$ cat src/rtl/adc16dv160_delay_calib_if.sv
// adc16dv160_delay_calib_if
// Groups the calibration controller's control and data signals.
//   slave  : the calibration controller (receives start/adc_data, drives the rest)
//   master : the environment (ADC receiver / sequencer side)
// Signals:
//   start             - begin a calibration (sampled in IDLE/DONE)
//   adc_data[15:0]    - IDDR outputs, lane i on bits [2i+1:2i]
//   idelay_ld[7:0]    - per-lane IDELAYE2 LD strobe
//   idelay_cntvaluein - per-lane tap value, lane i at [5i+4:5i]
//   lane_tap          - final tap per lane, same packing
//   lane_ok[7:0]      - lane found a wide enough eye
//   busy / done       - calibration in progress / result valid
interface adc16dv160_delay_calib_if;
  logic        start;
  logic [15:0] adc_data;
  logic [7:0]  idelay_ld;
  logic [39:0] idelay_cntvaluein;
  logic [39:0] lane_tap;
  logic [7:0]  lane_ok;
  logic        busy;
  logic        done;

  modport master (
    output start, adc_data,
    input  idelay_ld, idelay_cntvaluein, lane_tap, lane_ok, busy, done
  );

  modport slave (
    input  start, adc_data,
    output idelay_ld, idelay_cntvaluein, lane_tap, lane_ok, busy, done
  );
endinterface

$ cat src/rtl/adc16dv160_delay_calib.sv
// adc16dv160_delay_calib
// Sweeps the IDELAYE2 taps 0..31 on all 8 DDR lanes in parallel while the ADC
// sends a fixed test pattern, finds each lane's widest passing tap window and
// loads the centre of that window (or DEFAULT_TAP for a lane without a usable
// eye) into the IDELAY.
// Ports:
//   adc_clk - ADC clock, all logic on its rising edge
//   adc_rst - synchronous active-high reset
//   bus     - slave side of adc16dv160_delay_calib_if
//
// state  | meaning
// -------+--------------------------------------------------------------
// IDLE   | waiting for start
// LOAD   | LD strobe with the sweep tap on every lane
// SETTLE | let the delay line settle, data ignored
// CHECK  | accumulate per-lane sticky compare errors
// EVAL   | fold this tap into the run trackers, next tap or finish
// APPLY  | LD strobe with the final per-lane taps, latch results
// DONE   | results valid, waiting for start
module adc16dv160_delay_calib #(
  parameter int unsigned SETTLE_CYCLES = 16,
  parameter int unsigned WINDOW        = 256,
  parameter logic [15:0] PATTERN       = 16'hAAAA,
  parameter int unsigned MIN_EYE       = 4,
  parameter int unsigned DEFAULT_TAP   = 0
) (
  input logic                      adc_clk,
  input logic                      adc_rst,
  adc16dv160_delay_calib_if.slave  bus
);

  typedef enum logic [2:0] {
    S_IDLE, S_LOAD, S_SETTLE, S_CHECK, S_EVAL, S_APPLY, S_DONE
  } state_t;

  state_t      state;
  logic [4:0]  tap;
  logic [31:0] cnt;
  logic [7:0]  err;
  logic [4:0]  run_start  [8];
  logic [5:0]  run_len    [8];
  logic [4:0]  best_start [8];
  logic [5:0]  best_len   [8];

  logic [4:0]  nxt_run_start  [8];
  logic [5:0]  nxt_run_len    [8];
  logic [4:0]  nxt_best_start [8];
  logic [5:0]  nxt_best_len   [8];
  logic [4:0]  close_start    [8];
  logic [5:0]  close_len      [8];
  logic [7:0]  close_en;
  logic [39:0] final_taps;
  logic [4:0]  tap_inc;

  assign tap_inc = tap + 5'd1;

  // Run tracking for the EVAL cycle. On the last tap an open run is closed
  // too, so the best window also covers runs ending at tap 31.
  always_comb begin
    final_taps = '0;
    close_en   = '0;
    for (int i = 0; i < 8; i++) begin
      nxt_run_start[i]  = run_start[i];
      nxt_run_len[i]    = run_len[i];
      nxt_best_start[i] = best_start[i];
      nxt_best_len[i]   = best_len[i];
      close_start[i]    = run_start[i];
      close_len[i]      = run_len[i];
      if (!err[i]) begin
        nxt_run_len[i] = run_len[i] + 6'd1;
        if (run_len[i] == 6'd0) nxt_run_start[i] = tap;
        close_start[i] = nxt_run_start[i];
        close_len[i]   = nxt_run_len[i];
        close_en[i]    = (tap == 5'd31);
      end else begin
        nxt_run_len[i] = 6'd0;
        close_en[i]    = 1'b1;
      end
      // Strictly greater: the lowest-tap window wins a tie.
      if (close_en[i] && (close_len[i] > best_len[i])) begin
        nxt_best_start[i] = close_start[i];
        nxt_best_len[i]   = close_len[i];
      end
      if (nxt_best_len[i] >= 6'(MIN_EYE))
        final_taps[5*i +: 5] = nxt_best_start[i] + 5'((nxt_best_len[i] - 6'd1) >> 1);
      else
        final_taps[5*i +: 5] = 5'(DEFAULT_TAP);
    end
  end

  always_ff @(posedge adc_clk) begin
    if (adc_rst) begin
      state                 <= S_IDLE;
      tap                   <= '0;
      cnt                   <= '0;
      err                   <= '0;
      bus.busy              <= 1'b0;
      bus.done              <= 1'b0;
      bus.idelay_ld         <= '0;
      bus.idelay_cntvaluein <= '0;
      bus.lane_tap          <= '0;
      bus.lane_ok           <= '0;
      for (int i = 0; i < 8; i++) begin
        run_start[i]  <= '0;
        run_len[i]    <= '0;
        best_start[i] <= '0;
        best_len[i]   <= '0;
      end
    end else begin
      bus.idelay_ld <= '0;
      case (state)
        S_IDLE, S_DONE: begin
          if (bus.start) begin
            state                 <= S_LOAD;
            tap                   <= '0;
            err                   <= '0;
            bus.busy              <= 1'b1;
            bus.done              <= 1'b0;
            bus.idelay_ld         <= '1;
            bus.idelay_cntvaluein <= '0;
            for (int i = 0; i < 8; i++) begin
              run_start[i]  <= '0;
              run_len[i]    <= '0;
              best_start[i] <= '0;
              best_len[i]   <= '0;
            end
          end
        end
        S_LOAD: begin
          state <= S_SETTLE;
          cnt   <= 32'(SETTLE_CYCLES - 1);
        end
        S_SETTLE: begin
          if (cnt == 32'd0) begin
            state <= S_CHECK;
            cnt   <= 32'(WINDOW - 1);
          end else begin
            cnt <= cnt - 32'd1;
          end
        end
        S_CHECK: begin
          for (int i = 0; i < 8; i++)
            if (bus.adc_data[2*i +: 2] != PATTERN[2*i +: 2]) err[i] <= 1'b1;
          if (cnt == 32'd0) state <= S_EVAL;
          else              cnt   <= cnt - 32'd1;
        end
        S_EVAL: begin
          err <= '0;
          for (int i = 0; i < 8; i++) begin
            run_start[i]  <= nxt_run_start[i];
            run_len[i]    <= nxt_run_len[i];
            best_start[i] <= nxt_best_start[i];
            best_len[i]   <= nxt_best_len[i];
          end
          bus.idelay_ld <= '1;
          if (tap == 5'd31) begin
            state                 <= S_APPLY;
            bus.idelay_cntvaluein <= final_taps;
          end else begin
            state                 <= S_LOAD;
            tap                   <= tap_inc;
            bus.idelay_cntvaluein <= {8{tap_inc}};
          end
        end
        S_APPLY: begin
          state        <= S_DONE;
          bus.busy     <= 1'b0;
          bus.done     <= 1'b1;
          bus.lane_tap <= bus.idelay_cntvaluein;
          for (int i = 0; i < 8; i++)
            bus.lane_ok[i] <= (best_len[i] >= 6'(MIN_EYE));
        end
        default: state <= S_IDLE;
      endcase
    end
  end

endmodule

$ cat src/flat_wrapper.sv
// flat-port wrapper written by rule: the top's interface ports become plain ports
module adc16dv160_delay_calib_flat 
#(
  parameter int unsigned SETTLE_CYCLES = 16,
  parameter int unsigned WINDOW        = 256,
  parameter logic [15:0] PATTERN       = 16'hAAAA,
  parameter int unsigned MIN_EYE       = 4,
  parameter int unsigned DEFAULT_TAP   = 0
)
  (adc_clk, adc_rst, bus_start, bus_adc_data, bus_idelay_ld, bus_idelay_cntvaluein, bus_lane_tap, bus_lane_ok, bus_busy, bus_done);
  adc16dv160_delay_calib_if bus_i ();
  input logic adc_clk;
  input logic adc_rst;
  input wire logic [$bits(bus_i.start)-1:0] bus_start;
  input wire logic [$bits(bus_i.adc_data)-1:0] bus_adc_data;
  output wire logic [$bits(bus_i.idelay_ld)-1:0] bus_idelay_ld;
  output wire logic [$bits(bus_i.idelay_cntvaluein)-1:0] bus_idelay_cntvaluein;
  output wire logic [$bits(bus_i.lane_tap)-1:0] bus_lane_tap;
  output wire logic [$bits(bus_i.lane_ok)-1:0] bus_lane_ok;
  output wire logic [$bits(bus_i.busy)-1:0] bus_busy;
  output wire logic [$bits(bus_i.done)-1:0] bus_done;
  assign bus_i.start = bus_start;
  assign bus_i.adc_data = bus_adc_data;
  assign bus_idelay_ld = bus_i.idelay_ld;
  assign bus_idelay_cntvaluein = bus_i.idelay_cntvaluein;
  assign bus_lane_tap = bus_i.lane_tap;
  assign bus_lane_ok = bus_i.lane_ok;
  assign bus_busy = bus_i.busy;
  assign bus_done = bus_i.done;
  adc16dv160_delay_calib #(.SETTLE_CYCLES(SETTLE_CYCLES), .WINDOW(WINDOW), .PATTERN(PATTERN), .MIN_EYE(MIN_EYE), .DEFAULT_TAP(DEFAULT_TAP)) u_core (.adc_clk(adc_clk), .adc_rst(adc_rst), .bus(bus_i));
endmodule
$ cat config.mk
export PLATFORM = sky130hd
export DESIGN_NAME = adc16dv160_delay_calib_flat
export DESIGN_NICKNAME = d
export VERILOG_FILES = /design/src/rtl/adc16dv160_delay_calib_if.sv /design/src/rtl/adc16dv160_delay_calib.sv /design/src/flat_wrapper.sv
export SDC_FILE = /design/constraint.sdc
export NUM_CORES = 1
export LEC_CHECK = 0
export BUFFER_PORTS_ARGS = -buffer_cell sky130_fd_sc_hd__buf_2
export CORE_MARGIN = 2
export CORE_UTILIZATION = 30
export DETAILED_ROUTE_END_ITERATION = 10
export PLACE_DENSITY_LB_ADDON = 0.1
export SETUP_SLACK_MARGIN = 0.2
export SLEW_MARGIN = 20
export SYNTH_ARGS = -nofsm -noshare
export SYNTH_HDL_FRONTEND = slang
export SYNTH_SLANG_ARGS = --single-unit
$ cat constraint.sdc
create_clock -name adc_clk -period 5.85 [get_ports adc_clk]
set_input_delay 1.17 -clock adc_clk [delete_from_list [all_inputs] [get_ports adc_clk]]
set_output_delay 1.17 -clock adc_clk [all_outputs]
set_load 0.01 [all_outputs]
# [After elaboration in Yosys (flattened, before gate mapping)]
# Memory sizes are Yosys's and may differ from the RTL's.
# Cells that the tools add are included.
[totals] n_memories=4 ff_bits=146 ramBits=176 in_bits=19 elab_cells=366
[memory_table] memory="u_core.best_len" words=8 width=6 rd=8 rd_ports_with_merged_regs=0 wr=8 line_no="adc16dv160_delay_calib.sv:43" rtl="logic [5:0] best_len [8];"
[memory_table] memory="u_core.run_len" words=8 width=6 rd=8 rd_ports_with_merged_regs=0 wr=8 line_no="adc16dv160_delay_calib.sv:41" rtl="logic [5:0] run_len [8];"
[memory_table] memory="u_core.best_start" words=8 width=5 rd=8 rd_ports_with_merged_regs=0 wr=8 line_no="adc16dv160_delay_calib.sv:42" rtl="logic [4:0] best_start [8];"
[memory_table] memory="u_core.run_start" words=8 width=5 rd=8 rd_ports_with_merged_regs=0 wr=8 line_no="adc16dv160_delay_calib.sv:40" rtl="logic [4:0] run_start [8];"
[op_classes] order_cmp=24 n_mux=167 eq_ne=28 bitwise=64 addsub=26 reduce_logical=36
[op_table] op="$mux W6" count=56
[op_table] op="$mux W5" count=66
[op_table] op="$ge A6 B3 Y1 const B" count=16
[op_table] op="$pmux W32 S3" count=1
[op_table] op="$mux W40" count=2
[op_table] op="$pmux W40 S2" count=1
[op_table] op="$mux W32" count=2
[op_table] op="$or A1 B1 Y1" count=64
[op_table] op="$add A6 B1 Y6 const B" count=8
[op_table] op="$gt A6 B6 Y1" count=8
[op_table] op="$logic_not A6 Y1" count=8
[op_table] op="$sub A6 B1 Y6 const B" count=8
[op_table] op="$add A5 B5 Y5" count=8
[op_table] op="$logic_not A32 Y1" count=1
[op_table] op="$sub A32 B1 Y32 const B" count=1
[op_table] op="$reduce_and A3 Y1" count=10
[op_table] op="$mux W1" count=27
[op_table] op="$pmux W8 S3" count=1
[op_table] op="$ne A2 B2 Y1 const B" count=11
[op_table] op="$ne A2 B1 Y1 const B" count=10
[op_table] op="$pmux W3 S6" count=1
[op_table] op="$mux W8" count=2
[op_table] op="$pmux W8 S2" count=1
[op_table] op="$mux W3" count=4
[op_table] op="13 further kinds" count=28

# [Longest topological paths before layout]
# Gate-level depths: netlist (run 1).
[depth] ltp_word=10 depth_mapped=24 ltp_nobuf=22

# [Worst setup path before layout (run 1)]
# OpenSTA, ideal clock, no wires.
[synth_path] kind="register to register" startpoint="mem u_core.run_len[6][0] (netlist: u_core.run_len[0][36])" endpoint="reg u_core.bus.idelay_cntvaluein[34]" t_arrival_ns=4.875 required_ns=5.769 stages_incl_launch_ff=22 path_buffers=2 path_slack_ns=0.895 cell_sequence="edfxtp_1 -> ha_1 -> nand4b_1 -> xnor2_1 -> ha_1 -> o21ai_0 -> nor2_1 -> o31ai_1 -> buf_2 -> clkbuf_1 -> o21ai_0 -> ha_1 -> inv_1 -> ha_1 -> fa_1 -> a21o_1 -> a21o_1 -> and2_1 -> mux2_2 -> nor4_1 -> o21ai_0 -> a41oi_1"
[synth_lines] element="from (decl)" line_no="adc16dv160_delay_calib.sv:41"
[synth_lines] element="to (signal assigned)" line_no="adc16dv160_delay_calib.sv:158" rtl="bus.idelay_cntvaluein <= final_taps;"
[synth_lines] element="to (signal assigned)" line_no="adc16dv160_delay_calib.sv:162" rtl="bus.idelay_cntvaluein <= {8{tap_inc}};"
[synth_lines] element="to (decl)" line_no="adc16dv160_delay_calib_if.sv:30" rtl="output idelay_ld, idelay_cntvaluein, lane_tap, lane_ok, busy, done"

==> results of run 1 <==
per-stage QoR:
step           std cells  area (um2)  total power (uW)
2_1_floorplan       2027       18470              5239
3_3_place_gp        2853       19890              5904
3_5_place_dp        2853       19890              5926
4_1_cts             2929       21220              8518
5_1_grt             2929       21220              9003
6_report            2929       21220              8392
power by group:
part	total [uW]	leakage, uW	switching (uW)	internal, uW
Clock	2510	0.000658	1010	1500
Sequential	2970	0.00296	304	2670
Combinational	2910	0.00495	1770	1140
synthesized netlist by cell type, drive strengths merged (5+ instances only):
master and n:
and2 39, a21o 33, a21oi 175, mux2i 75, a22oi 6, nand2 181
a22o 21, mux2 21, o21ai 73, nor3 72, nand3b 9, xnor2 87
or3 7, nor2b 18, clkbuf 67, nand2b 24, nand4b 16, nor2 279
a31oi 10, buf 36, nand3 36, fa 8, edfxtp 154, or4 5
ha 112, nor4 29, dfxtp 161, and3 16, a211oi 21, inv 115
xor2 60, a31o 8, a311oi 5, and4 6
sequential cells by signal (all words and copies together), names as in the netlist, 3 cells and up:
| register | cells |
|---|---|
| u_core.best_start | 40 |
| u_core.bus.lane_tap | 40 |
| u_core.err | 8 |
| u_core.run_len | 48 |
| u_core.bus.lane_ok | 8 |
| u_core.tap | 5 |
| u_core.run_start | 40 |
| u_core.best_len | 48 |
| u_core.cnt | 32 |
| u_core.state | 3 |
| u_core.bus.idelay_cntvaluein | 40 |
final timing paths:
check	endpoint	slack (ps)
max	u_core.bus.idelay_cntvaluein[29]	790
min	u_core.bus.lane_tap[3]	450
max reg2reg	u_core.bus.idelay_cntvaluein[29]	790
min reg2reg	u_core.bus.lane_tap[3]	450
tightest hold or removal path, delay by kind of cell, from the launching register on:
kind	cells	cell delay, ps
AOI/OAI and AO/OA	1	50
and+or+nand+nor	1	50
DFF	1	300
metal layers:
| layer | wire, um | vias to the layer above | global-route usage |
|---|---|---|---|
| met5 | 0 | - | 0 |
| met4 | 1255 | 0 | 0.04717 |
| met3 | 2024 | 64 | 0.02430 |
| met2 | 22610 | 248 | 0.2570 |
| met1 | 25360 | 6752 | 0.2254 |
| li1 | - | 7239 | - |
final cells by class:
type / instances / area [um2] / area share
multi-input cells: 1492 / 9803 / 0.4619
flip-flops and latches: 315 / 7848 / 0.3698
clock buffers: 62 / 1239 / 0.05837
well taps: 782 / 978.4 / 0.04611
clock inverters: 14 / 96.34 / 0.004540
inverters: 117 / 441.7 / 0.02081
repair buffers: 147 / 815.8 / 0.03844
cell families after synthesis:
family,after synthesis
fa+ha+maj,120
xor+xnor,147
flops,315
buf+inv,220
simple gates,754
compound gates,375
mux,96
==> flow_summary_export.csv, run 1 <==
group,metric,value,unit
status,status,"finished, final reports clean",
route,dr.pass1.iters,5,
grt,grt.total_usage,0.1611,
floorplanning,io_pins,117,
synthesis,synth_fa_ha_area_frac,0.08452,
setup_path,cp_cell_sequence,"ha_1 -> nand4b_1 -> xor2_1 -> inv_1 -> ha_1 -> and4_1 -> a31o_2 -> a31oi_2 -> mux2i_1 -> ha_1 -> inv_1 -> ha_1 -> inv_1 -> fa_1 -> inv_1 -> a21o_1 -> a21oi_1 -> xnor2_1 -> or4_1 -> o211ai_1",
synthesis,synthMuxAreaShare,0.05344,
pwr,p_per_area,395.5,nW/um2
synthesis,async_reset_ff_frac,0,
setup_path,worst_ep_required_time,6330,ps
timing,setup_violations,0,
timing,worst_slack,785.3,ps
setup_path,cp_slowest_cell,"a31oi_2",
grt,grt_pass1_wl,80.87,mm
clocking,cts_sinks,315,
clocking,clock_latency,570,ps
job,maxCapViolCount,0,
setup_path,worst-setup-path-type,"flop to flop",
route,drt_first_iter_violations,784,
placement,place_ws,814.2,ps
synthesis,synth_top_area_cell,"edfxtp_1",
synthesis,ys_types,68,
synthesis,synth-compound-area-share,0.1250,
floorplanning,coreArea,60580,um2
placement,numPortBuffers,116,
clocking,clockBufferDepth,3,
hold_path,worst_hold_path_type,"flop to flop",
placement,routabilityCongestion,0.8231,
setup_path,reg2reg_from,"u_core.run_len[0][30]",
timing,tns,0,ps
placement,dpl.hpwl,34.99,mm
synthesis,syn-num-nets,2166,
route,via_count,14303,
final_layout,final_cell_mix,"nor2_1, nand2_1, a21oi_1, dfxtp_1, edfxtp_1",
final_layout,areaGrowthSynthToFinish,14.87,%
synthesis,synth_xor_area_frac,0.06969,
setup_path,start_kind,"flop",
clocking,post_cts_buffers,0,
floorplanning,dieArea,63580,um2
timing,max_slew_margin,0.2628,
setup_path,crit_family,"adder cells",
timing,rsz0062_at_grt,"no",
grt,grt_antenna_before_repair,0,
pwr,leakagePower,0.008559,uW
setup_path,crit_arrival,5550,ps
synthesis,synth_top_family_by_area,"simple AND/OR/NAND/NOR gates",
synthesis,synthSimpleGateAreaFrac,0.1946,
timing,drv_slew,0,
floorplanning,dieWidth,252.2,um
synthesis,yosys.area.top_type_share,0.2503,
final_layout,antenna_cells,0,
final_layout,fillCellCount,6207,
final_layout,finalNetCount,2253,
setup_path,crit_path_max_incr_delay,560,ps
final_layout,final_common_cell,"nor2_1",
synthesis,synth_cells,2027,
synthesis,ys_seq_area_frac,0.4248,
timing,skew,23.22,ps
pwr,ir_worst_vdd,0.1840,mV
floorplanning,start_util,0.3049,
setup_path,reg2reg_depth,20,
floorplanning,die_h,252.2,um
setup_path,path_max_fanout,14,
timing,period_needed,5065,ps
route,post_drt_wl_per_cell,17.50,um
setup_path,cp.depth,20,
clocking,ctsResizeCount,0,
synthesis,ys_ff_latch,315,
timing,tightest_slew,1094,ps
clocking,cts_tree,"yes",
floorplanning,core.rowCount,90,
clocking,cts_root_buffer,"clkbuf_16",
route,wl,51.25,mm
clocking,cts_inserted_buffers,41,
setup_path,end_kind,"flop",
route,drcViolationCount,0,
timing,fmaxAchievable,197.4,MHz
hold_path,min_path_cells,2,
clocking,htree_levels,2,
setup_path,cp-startpoint,"u_core.run_len[0][30]",
clocking,hold_buffers,0,
timing,hold_violations,0,
setup_path,path_buf_inv,4,
grt,grt_overflow_total,0,
route,ant_nets,0,
synthesis,synth_area_per_cell,9.114,um2
synthesis,synth_area_leaders,"edfxtp_1, dfxtp_1, ha_1, nor2_1, a21oi_1",
clocking,clk_pin_slew,50,ps
grt,grt_pass1_vias,14067,
timing,post-route-period-util,0.8658,
timing,holdWs,447.2,ps
hold_path,min_from,"u_core.bus.lane_tap[3]",
final_layout,layout-drive-gt1-share,0.1262,
synthesis,synth_ff_type,"dfxtp_1",
final_layout,utilization,0.3503,
synthesis,synth_edf_count,154,
route,vias_per_cell,4.883,
synthesis,ys_warn_count,0,
grt,grt_max_degree,52,
synthesis,synth.cell_area,18470,um2
(Power assumes the default switching activity.)
==> inputs of run 2 (changes only) <==
- PLACE_DENSITY: not set -> 0.44
- PLACE_DENSITY_LB_ADDON: 0.1 -> not set
==> run 2 against run 1 <==
  * Power about the same
  * Worst hold slack improved by 2.9 ps
  * Combinational power about the same
  * Clock power about the same
  * Worst setup slack got worse by 120 ps
  * Clock-buffer cell count increased by 1
  * Non-clock buffer count decreased by 3
  * Critical path type unchanged
  * Highest routed layer unchanged
==> flow_summary_export.csv, run 2 (synthesis gave the netlist of run 1 again) <==
group,metric,value,unit
status,status,"finished, final reports clean",
timing,skew,22.35,ps
route,wl,50.15,mm
setup_path,end_kind,"flop",
timing,rsz0062_at_grt,"no",
floorplanning,coreArea,60580,um2
route,highest_layer,"met4",
timing,setup_violations,0,
clocking,hold_buffers,0,
clocking,htree_levels,2,
timing,tightest_slew,1046,ps
setup_path,crit_arrival,5670,ps
hold_path,min_path_cells,2,
setup_path,reg2reg_from,"u_core.run_len[0][30]",
grt,grt_overflow_total,0,
clocking,clk_pin_slew,60,ps
route,post_drt_wl_per_cell,17.14,um
final_layout,reg.largest.list,"u_core.best_len x48, u_core.run_len x48",
setup_path,crit_family,"adder cells",
pwr,leakagePower,0.008551,uW
floorplanning,core.rowCount,90,
timing,tns,0,ps
floorplanning,dieWidth,252.2,um
final_layout,areaGrowthSynthToFinish,14.82,%
final_layout,layout-drive-gt1-share,0.1259,
final_layout,antenna_cells,0,
timing,holdWs,450.1,ps
timing,fmaxAchievable,193.0,MHz
setup_path,crit_path_max_incr_delay,590,ps
hold_path,min_from,"u_core.bus.lane_tap[21]",
setup_path,worst-setup-path-type,"flop to flop",
pwr,p_per_area,395.6,nW/um2
timing,period_needed,5182,ps
floorplanning,start_util,0.3049,
timing,drv_slew,0,
grt,grt_pass1_wl,79.59,mm
setup_path,reg2reg_to,"u_core.bus.idelay_cntvaluein[29]",
grt,grt_pass1_vias,14008,
setup_path,cp-startpoint,"u_core.run_len[0][30]",
setup_path,r2r_slack,670,ps
setup_path,cp_slowest_cell,"a31oi_2",
grt,grt.total_usage,0.1582,
final_layout,finalNetCount,2250,
clocking,cts_root_buffer,"clkbuf_16",
route,drt_first_iter_violations,811,
route,drt-met1-wl,24.53,mm
timing,max_slew_margin,0.2955,
clocking,cts_sinks,315,
clocking,ctsResizeCount,0,
setup_path,path_max_fanout,14,
route,vias_per_cell,4.898,
route,dr.pass1.iters,4,
setup_path,reg2reg_depth,20,
hold_path,worst_hold_path_type,"flop to flop",
setup_path,start_kind,"flop",
setup_path,cp_cell_sequence,"ha_1 -> nand4b_1 -> xor2_1 -> inv_1 -> ha_1 -> and4_1 -> a31o_2 -> a31oi_2 -> mux2i_1 -> ha_1 -> inv_1 -> ha_1 -> inv_1 -> fa_1 -> inv_1 -> a21o_1 -> a21oi_1 -> xnor2_1 -> or4_1 -> o211ai_1",
job,maxCapViolCount,0,
floorplanning,die_h,252.2,um
timing,hold_violations,0,
grt,grt_max_degree,73,
placement,dpl.hpwl,34.42,mm
clocking,clock_latency,570,ps
hold_path,holdPathEnd,"u_core.bus.lane_tap[21]",
route,routed-wl-met3,1.963,mm
grt,grt_antenna_before_repair,2,
setup_path,path_buf_inv,4,
route,met2WireLength,22.74,mm
final_layout,final_cell_mix,"nor2_1, nand2_1, a21oi_1, dfxtp_1, edfxtp_1",
route,drcViolationCount,0,
pwr,ir_worst_vdd,0.1951,mV
floorplanning,io_pins,117,
placement,routabilityCongestion,0.8061,
final_layout,final_common_cell,"nor2_1",
setup_path,worst_ep_required_time,6340,ps
final_layout,fillCellCount,6249,
floorplanning,dieArea,63580,um2
timing,post-route-period-util,0.8858,
route,ant_nets,0,
clocking,cts_tree,"yes",
clocking,post_cts_buffers,0,
clocking,clockBufferDepth,3,
route,via_count,14332,
clocking,cts_inserted_buffers,41,
placement,numPortBuffers,116,
==> run 2: changes by cell type in the layout (fill, tap and decap cells not counted), moves of 2 or more <==
| cell | delta |
|---|---|
| inv_4 | +2 |
| clkinv_1 | -2 |
| clkinv_2 | -3 |
| buf_4 | -3 |
| clkinv_4 | +2 |
==> run 2: worst reg2reg max path, stage by stage (launching register included) <==
cell and delay [ps]:
edfxtp_1 500, ha_1 310, nand4b_1 130, xor2_1 340, inv_1 110, ha_1 330
and4_1 220, a31o_2 250, a31oi_2 590, mux2i_1 380, ha_1 280, inv_1 60
ha_1 160, inv_1 60, fa_1 400, inv_1 70, a21o_1 100, a21oi_1 70
xnor2_1 140, or4_1 500, o211ai_1 100
==> run 2: how the worst max path moves through the flow <==
stage / depth (start not counted) / end
detailed placement: 20 / u_core.bus.idelay_cntvaluein[29]
global route: 19 / u_core.bus.idelay_cntvaluein[29]
finish: 20 / u_core.bus.idelay_cntvaluein[29]
floorplan: 21 / u_core.bus.idelay_cntvaluein[34]
global placement: 20 / u_core.bus.idelay_cntvaluein[29]
CTS: 20 / u_core.bus.idelay_cntvaluein[29]
==> run 2: metrics by stage <==
step / utilization / cell area [um2] / power [uW] / setup slack, ps / cells
after CTS: 0.3500 / 21210 / 8512 / 711.0 / 2926
after global placement: 0.3278 / 19860 / 5885 / 924.7 / 2850
final: 0.3501 / 21210 / 8390 / 668.1 / 2926
after detailed placement: 0.3278 / 19860 / 5924 / 726.9 / 2850
after floorplan: - / 18470 / 5239 / 894.6 / 2027
after global routing: 0.3501 / 21210 / 9002 / 352.3 / 2926
==> run 2: metal layers <==
| metal | vias to the layer above | global-route usage |
|---|---|---|
| met2 | 235 | 0.2567 |
| met1 | 6810 | 0.2215 |
| li1 | 7225 | - |
| met3 | 62 | 0.02276 |
| met5 | - | 0 |
| met4 | 0 | 0.03821 |
==> run 2: layout make-up <==
cell class | instances | area (um2) | share of cell area
Timing Repair Buffer | 144 | 793.3 | 0.03740
Sequential cell | 315 | 7848 | 0.3700
Clock inverter | 13 | 82.58 | 0.003893
Tap cell | 782 | 978.4 | 0.04613
Inverter | 117 | 441.7 | 0.02082
Multi-Input combinational cell | 1492 | 9804 | 0.4622
Clock buffer | 63 | 1264 | 0.05958
==> run 2: power by group <==
group	total (uW)	switching, uW	internal, uW
clock network	2520	1030	1500
registers	2970	306	2670
logic	2900	1750	1140
==> inputs of run 3 (changes only) <==
- CORE_ASPECT_RATIO: not set -> 0.7
- clock period: 5.85 -> 5.1 ns (I/O delays scaled with it)
==> run 3 against run 2 <==
  * Global-route usage hardly changed
  * Sequential cell count did not move
  * Worst hold slack improved by 1.3 ps
  * First-iteration DRC count grew 23%
  * Maximum frequency rose by 11%
  * Non-clock buffer count increased by 25
  * Critical path depth did not move
  * Sequential share of layout area shrank 0.61 points
  * Worst setup slack worse by 230 ps
  * Clock power rose by 15%
  * Power grew 16%
  * Cell area up 1.7%
==> flow_summary_export.csv, run 3 (synthesis gave the netlist of run 1 again) <==
group,metric,value,unit
clocking,hold_buffers,0,
route,wl,50.53,mm
route,drcViolationCount,0,
timing,drv_slew,0,
setup_path,path_max_fanout,8,
floorplanning,core.rowCount,76,
timing,fmaxAchievable,214.7,MHz
setup_path,r2r_slack,440,ps
setup_path,start_kind,"flop",
timing,tns,0,ps
final_layout,final_cell_mix,"nor2_1, nand2_1, a21oi_1, dfxtp_1, edfxtp_1",
floorplanning,dieWidth,300.6,um
hold_path,holdPathEnd,"u_core.bus.lane_tap[3]",
route,ant_nets,0,
placement,numPortBuffers,116,
grt,grt_max_degree,55,
pwr,finalPower,9737,uW
timing,post-route-period-util,0.9131,
clocking,cts_sinks,315,
pwr,ir_worst_vdd,0.2527,mV
grt,grtUsageMet2,0.2306,
setup_path,worst_ep_required_time,5580,ps
clocking,htree_levels,2,
floorplanning,start_util,0.3017,
hold_path,min_from,"u_core.bus.lane_tap[3]",
pwr,p_per_area,451.3,nW/um2
setup_path,worst-setup-path-type,"flop to flop",
grt,grt_pass1_vias,13840,
setup_path,crit_arrival,5140,ps
clocking,cts_root_buffer,"clkbuf_16",
timing,period_needed,4657,ps
final_layout,areaGrowthSynthToFinish,16.78,%
floorplanning,die_h,211.6,um
floorplanning,dieArea,63610,um2
timing,holdWs,451.4,ps
timing,hold_violations,0,
status,status,"finished, final reports clean",
job,maxCapViolCount,0,
final_layout,final_common_cell,"nor2_1",
hold_path,min_path_cells,2,
grt,grt_overflow_total,0,
pwr,leakagePower,0.008716,uW
setup_path,reg2reg_depth,20,
final_layout,reg.largest.list,"u_core.best_len x48, u_core.run_len x48",
placement,routabilityCongestion,0.8384,
route,vias_per_cell,4.865,
route,drt_first_iter_violations,997,
setup_path,end_kind,"flop",
clocking,cts_tree,"yes",
grt,grt_pass1_wl,79.70,mm
clocking,clock_latency,560,ps
route,via_count,14503,
grt,grt_busiest_layer,"met1",
floorplanning,io_pins,117,
floorplanning,coreArea,61240,um2
timing,setup_violations,0,
final_layout,layout-drive-gt1-share,0.1420,
setup_path,reg2reg_from,"u_core.run_len[0][30]",
route,post_drt_wl_per_cell,16.95,um
grt,use_met3,0.02627,
clocking,clockBufferDepth,3,
grt,grt_antenna_before_repair,0,
timing,skew,15.46,ps
placement,dpl.hpwl,35.52,mm
final_layout,antenna_cells,0,
grt,gr-usage-met1,0.2390,
setup_path,reg2reg_to,"u_core.bus.idelay_cntvaluein[29]",
hold_path,worst_hold_path_type,"flop to flop",
final_layout,finalNetCount,2272,
timing,max_slew_margin,0.3897,
grt,grt.total_usage,0.1586,
timing,tightest_slew,914.5,ps
timing,rsz0062_at_grt,"yes",
clocking,clk_pin_slew,60,ps
clocking,cts_inserted_buffers,38,
route,dr.pass1.iters,5,
[run 3: how the worst max path moves through the flow]
| stage | depth (start not counted) | start | end |
|---|---|---|---|
| 6_report | 20 | u_core.run_len[0][30] | u_core.bus.idelay_cntvaluein[29] |
| 5_1_grt | 20 | u_core.run_len[0][30] | u_core.bus.idelay_cntvaluein[29] |
| 4_1_cts | 20 | u_core.run_len[0][30] | u_core.bus.idelay_cntvaluein[29] |
| 3_5_place_dp | 20 | u_core.run_len[0][30] | u_core.bus.idelay_cntvaluein[29] |
| 3_3_place_gp | 20 | u_core.run_len[0][30] | u_core.bus.idelay_cntvaluein[29] |
| 2_1_floorplan | 20 | u_core.run_len[0][36] | u_core.bus.idelay_cntvaluein[34] |
[run 3: routing by layer]
metal	vias to the layer above	share of wire
met3	63	0.038
met1	6934	0.53
met2	230	0.41
li1	7276	-
met5	-	0
met4	0	0.021
[run 3: power by group]
| group | leakage, uW | internal [uW] | switching [uW] |
|---|---|---|---|
| Sequential | 0.00296 | 3060 | 359 |
| Combinational | 0.00510 | 1360 | 2070 |
| Clock | 0.000656 | 1770 | 1130 |
[run 3: final cells by class]
class | count | area, um2
clock buffer | 57 | 1197
clock inverter | 12 | 132.6
fill | 6311 | 39670
inverter | 117 | 439.2
multi-input combinational | 1492 | 9917
sequential | 315 | 7849
tap | 819 | 1025
timing repair buffer | 169 | 1013
[run 3: timing repair]
item	CTS	global route
resized for setup	0	25
setup buffers	0	10
endpoints found under the setup margin	0	5
[run 3: metrics by stage]
stage,cells,util,area [um2],worst slack (ps)
floorplan,2027,-,18480,255.3
detailed placement,2902,0.3273,20040,268.0
CTS,2971,0.3490,21370,226.1
global route,2981,0.3523,21570,113.2
finish,2981,0.3523,21570,442.9
global placement,2902,0.3273,20040,353.3
[run 3: critical path, stage by stage, from the launching register on]
cell	delay, ps
edfxtp_1	490
ha_1	300
nand4b_1	160
xor2_2	200
inv_1	80
ha_1	300
and4_1	210
a31o_2	260
a31oi_4	300
mux2i_2	330
ha_1	270
inv_1	60
ha_1	150
inv_1	60
fa_1	400
inv_1	70
a21o_1	110
a21oi_1	70
xnor2_1	140
or4_1	500
o211ai_1	100
